--- src/rtl/char_num_scanner.sv ---
// Character-stream number scanner: turns runs of decimal/hex digit characters
// into saturating unsigned tokens delivered over a valid/ready output port.
module char_num_scanner #(
  parameter int VAL_W = 16,
  parameter int CNT_W = 8
) (
  input  logic             clk,
  input  logic             reset,
  input  logic [7:0]       in,
  input  logic             in_valid,
  output logic             in_ready,
  input  logic             hex_mode,
  output logic [VAL_W-1:0] out,
  output logic             out_ovf,
  output logic             out_valid,
  input  logic             out_ready,
  output logic [CNT_W-1:0] tok_cnt
);

  localparam logic [0:0] S_IDLE = 1'b0;
  localparam logic [0:0] S_NUM  = 1'b1;
  localparam int         EXT_W  = VAL_W + 5;

  logic [0:0]       state_q, state_d;
  logic [VAL_W-1:0] acc_q, acc_d;
  logic             ovf_q, ovf_d;
  logic             hex_q, hex_d;
  logic [VAL_W-1:0] out_q, out_d;
  logic             out_ovf_q, out_ovf_d;
  logic             out_valid_q, out_valid_d;
  logic [CNT_W-1:0] tok_cnt_q, tok_cnt_d;

  logic             radix_hex, is_dig, accept, emit, mac_ovf;
  logic [3:0]       dig_val;
  logic [EXT_W-1:0] acc_ext, mac;

  assign in_ready  = !out_valid_q || out_ready;
  assign accept    = in_valid && in_ready;
  // Radix comes from the live pin only on a token's first digit.
  assign radix_hex = (state_q == S_NUM) ? hex_q : hex_mode;

  always_comb begin
    is_dig  = 1'b0;
    dig_val = 4'd0;
    if (in >= 8'h30 && in <= 8'h39) begin
      is_dig  = 1'b1;
      dig_val = in[3:0];
    end else if (radix_hex && ((in >= 8'h61 && in <= 8'h66) ||
                               (in >= 8'h41 && in <= 8'h46))) begin
      is_dig  = 1'b1;
      dig_val = in[3:0] + 4'd9;
    end
  end

  // Five spare bits hold acc*16+15 without wrapping, so overflow is exact.
  always_comb begin
    acc_ext = {5'b0, acc_q};
    mac     = hex_q ? (acc_ext << 4) : ((acc_ext << 3) + (acc_ext << 1));
    mac     = mac + EXT_W'(dig_val);
    mac_ovf = |mac[EXT_W-1:VAL_W];
  end

  assign emit = accept && (state_q == S_NUM) && !is_dig;

  always_comb begin
    state_d = state_q;
    acc_d   = acc_q;
    ovf_d   = ovf_q;
    hex_d   = hex_q;
    if (accept && is_dig) begin
      if (state_q == S_IDLE) begin
        state_d = S_NUM;
        acc_d   = VAL_W'(dig_val);
        ovf_d   = 1'b0;
        hex_d   = hex_mode;
      end else if (mac_ovf) begin
        acc_d = '1;
        ovf_d = 1'b1;
      end else begin
        acc_d = mac[VAL_W-1:0];
      end
    end else if (emit) begin
      state_d = S_IDLE;
    end
  end

  always_comb begin
    out_d       = out_q;
    out_ovf_d   = out_ovf_q;
    out_valid_d = out_valid_q;
    tok_cnt_d   = tok_cnt_q;
    if (emit) begin
      out_d       = acc_q;
      out_ovf_d   = ovf_q;
      out_valid_d = 1'b1;
      tok_cnt_d   = tok_cnt_q + CNT_W'(1);
    end else if (out_valid_q && out_ready) begin
      out_valid_d = 1'b0;
    end
  end

  always_ff @(posedge clk or negedge reset) begin
    if (!reset) begin
      state_q     <= S_IDLE;
      acc_q       <= '0;
      ovf_q       <= 1'b0;
      hex_q       <= 1'b0;
      out_q       <= '0;
      out_ovf_q   <= 1'b0;
      out_valid_q <= 1'b0;
      tok_cnt_q   <= '0;
    end else begin
      state_q     <= state_d;
      acc_q       <= acc_d;
      ovf_q       <= ovf_d;
      hex_q       <= hex_d;
      out_q       <= out_d;
      out_ovf_q   <= out_ovf_d;
      out_valid_q <= out_valid_d;
      tok_cnt_q   <= tok_cnt_d;
    end
  end

  assign out       = out_q;
  assign out_ovf   = out_ovf_q;
  assign out_valid = out_valid_q;
  assign tok_cnt   = tok_cnt_q;

endmodule
--- config.mk ---
export PLATFORM = sky130hd
export DESIGN_NAME = char_num_scanner
export DESIGN_NICKNAME = d
export VERILOG_FILES = /design/src/rtl/char_num_scanner.sv
export SDC_FILE = /design/constraint.sdc
export NUM_CORES = 1
export LEC_CHECK = 0
export CAP_MARGIN = 20
export CORE_MARGIN = 4
export CORE_UTILIZATION = 56
export DETAILED_ROUTE_END_ITERATION = 10
export PLACE_DENSITY = 0.9
export SLEW_MARGIN = 20
export SYNTH_ARGS = -nofsm -noshare
export SYNTH_HDL_FRONTEND = slang
export SYNTH_SLANG_ARGS = --single-unit
--- constraint.sdc ---
create_clock -name clk -period 4.25 [get_ports clk]
set_input_delay 0.425 -clock clk [delete_from_list [all_inputs] [get_ports clk]]
set_output_delay 0.425 -clock clk [all_outputs]
set_load 0.03 [all_outputs]
==> metrics.cfg <==
[power_and_ir_drop]
p_leak_uw=0.00165
peakVddDrop_mv=0.431
total_power_uw=2920
pwr_density_cell_nw_per_um2=753

[synth]
ys_warn_count=0
synthTopCellsByArea=dfrtp_1 (35%), ha_1 (8.1%), mux2_2 (7.3%), xnor2_1 (4.6%), o21ai_0 (3.5%)
yosysMostFrequentCell=dfrtp_1
netlist_area_um2=3240
syn_area_per_cell_um2=9.40
synthDominantCellAreaShare_pct=34.7
synth_edf_count=0
synth_top_area_cell=dfrtp_1
synth.distinct_cells=60
yosys-top-cells-count=dfrtp_1 (45), nand2_1 (29), o21ai_0 (23)
synth_seq_area_share_pct=34.7
ys_ff_latch=45
synth-async-reset-ratio_pct=100
synth_ff_type=dfrtp_1
synthCells=345
synth_nets=381

[clock_network]
clkLatencyLatePin_ps=300
post_cts_buffers=0
root_buffer=clkbuf_8
numCtsBuffers=5
cts_tree=yes
h-tree-depth=2
cts_max_path_buffers=2
clk_pin_slew_worst_paths_ps=90
cts.sinks=45

[sta]
clock.fmax_mhz=243
max_slew.worst_pin.slew_ps=981
hold_violations=0
setup_viol=0
slew_violations=0
timing.final.crit_share_pct=96.7
final.setup_skew_ps=7.82
fin_hold_ws_ps=278
final.min_clock_period_ps=4110
max_slew_margin_pct=34.6

[placed_design]
finalWeightedCongestion=0.870
hpwl_um=6110
portBuffers=39

[setup_path]
reg2reg_slack_ps=630
r2r_start=acc_q[0]
worst_ep_required_time_ps=4390
startpoint_type=input pin
cp-end-kind=flop
r2r_end=acc_q[1]
crit_type=in2reg
cp_data_arrival_time_ps=4250
path_max_fanout=17
rr_worst_depth=11

[drt]
num_vias=2977
wl_per_cell_um=18.1
drt-initial-drc-count=254
postRouteAntennaNets=0
vias_per_cell=6.46
totalWireLength_um=8340
drt_first_pass_iters=5
drc=0

[floorplan]
die-area_um2=7080
io_pins=40
initial_utilization_pct=58.2
fp.dieH_um=84.1
core_um2=5570
rows=27
die_width_um=84.1

[global_routing]
grtUsageTotal_pct=24.2
antenna_found_initial=0
grt_pass1_vias=2928
grt_max_degree=46
globalRouteOverflowTotal=0
grt_pass1_wl_um=14200

[cells_and_area]
fill_cells=386
fin_nets=424
antenna_cells=0
drive_gt1_share_pct=14.9
area_growth_pct=19.5

[hold_path]
hold_path_class=in2async

[run]
maxCapViolations=0

[status]
outcome=complete, no violations

-- metrics by stage --
| step | setup TNS [ps] | util, % | area, µm² | setup slack, ps | instances |
|---|---|---|---|---|---|
| after floorplan | 0 | - | 3240 | 366 | 345 |
| after CTS | 0 | 69.4 | 3870 | 123 | 461 |
| after global routing | -31.1 | 69.5 | 3880 | -31.1 | 461 |
| after detailed placement | -1170 | 67.3 | 3750 | -134 | 453 |
| after global placement | 0 | 67.3 | 3750 | 93.5 | 453 |
| final | 0 | 69.5 | 3880 | 142 | 461 |
-- layout by cell type, fill, tap and decap left out, types with 7 or more instances in the layout --
| master | count |
|---|---|
| xnor2_1 | 17 |
| o21ai_0 | 23 |
| dfrtp_1 | 45 |
| a21oi_1 | 22 |
| nor2_1 | 22 |
| nand2_1 | 29 |
| nand4_1 | 7 |
| mux2_2 | 21 |
| clkdlybuf4s50_1 | 38 |
| ha_1 | 21 |
| a31oi_1 | 11 |
| buf_4 | 10 |
| inv_1 | 11 |
-- metal layers --
| layer | part of all wire, % | GRT usage, % | vias to the layer above | wire length, µm |
|---|---|---|---|---|
| li1 | - | - | 1372 | - |
| met1 | 41 | 30.8 | 1425 | 3410 |
| met2 | 50 | 40.7 | 139 | 4150 |
| met3 | 5.7 | 3.95 | 41 | 477 |
| met4 | 3.7 | 10.2 | 0 | 306 |
| met5 | 0 | 0 | - | 0 |
-- how the worst max path moves through the flow --
stage	cells after the start	start	endpoint
floorplan	17	in[0]	acc_q[0]
global placement	18	in[0]	acc_q[1]
detailed placement	18	in[0]	acc_q[1]
CTS	18	in[0]	acc_q[1]
global route	18	in[0]	acc_q[1]
finish	18	in[0]	acc_q[1]
-- cell type report --
type	count	area, µm²	share of cell area (%)
clock buffer	6	82.6	2.13
clock inverter	2	37.5	0.968
inverter	11	41.3	1.07
multi-input combinational	275	2020	52.1
sequential	45	1130	29.1
tap	72	90.1	2.32
timing repair buffer	50	480	12.4
-- kinds of logic after synthesis --
group,synth area share (%)
AOI/OAI and AO/OA,21.8
and+or+nand+nor,15.7
DFF,34.7
muxes,9.22
buffers and inverters,3.28
adders and majority gates,9.33
xor gates and xnor gates,5.94
-- timing repair --
action	in CTS	in global routing
setup endpoints to repair	0	10
gates resized for setup	0	2
hold buffers	0	0
-- critical path, cell delays in order --
cell and delay [ps]:
clkdlybuf4s50_1 450, inv_1 110, ha_1 180, o21bai_1 80
a2111oi_2 390, buf_4 210, mux2i_2 230, nor2_1 70
ha_1 240, fa_2 380, a21oi_1 180, nor2_1 90
nand3_1 120, and3b_1 200, or3b_1 400, mux2i_4 180
buf_12 170, a41oi_1 140
-- sequential cells by signal (all words and copies together) (netlist names) --
signal / count
acc_q: 16
hex_q: 1
out: 16
out_ovf: 1
out_valid: 1
ovf_q: 1
state_q: 1
tok_cnt: 8
-- power by group --
| group | leakage, µW | switching (µW) | internal, µW |
|---|---|---|---|
| registers | 0.000582 | 181 | 567 |
| logic | 0.00102 | 1050 | 779 |
| clock network | 0.0000574 | 148 | 191 |
(Power assumes the default switching activity.)
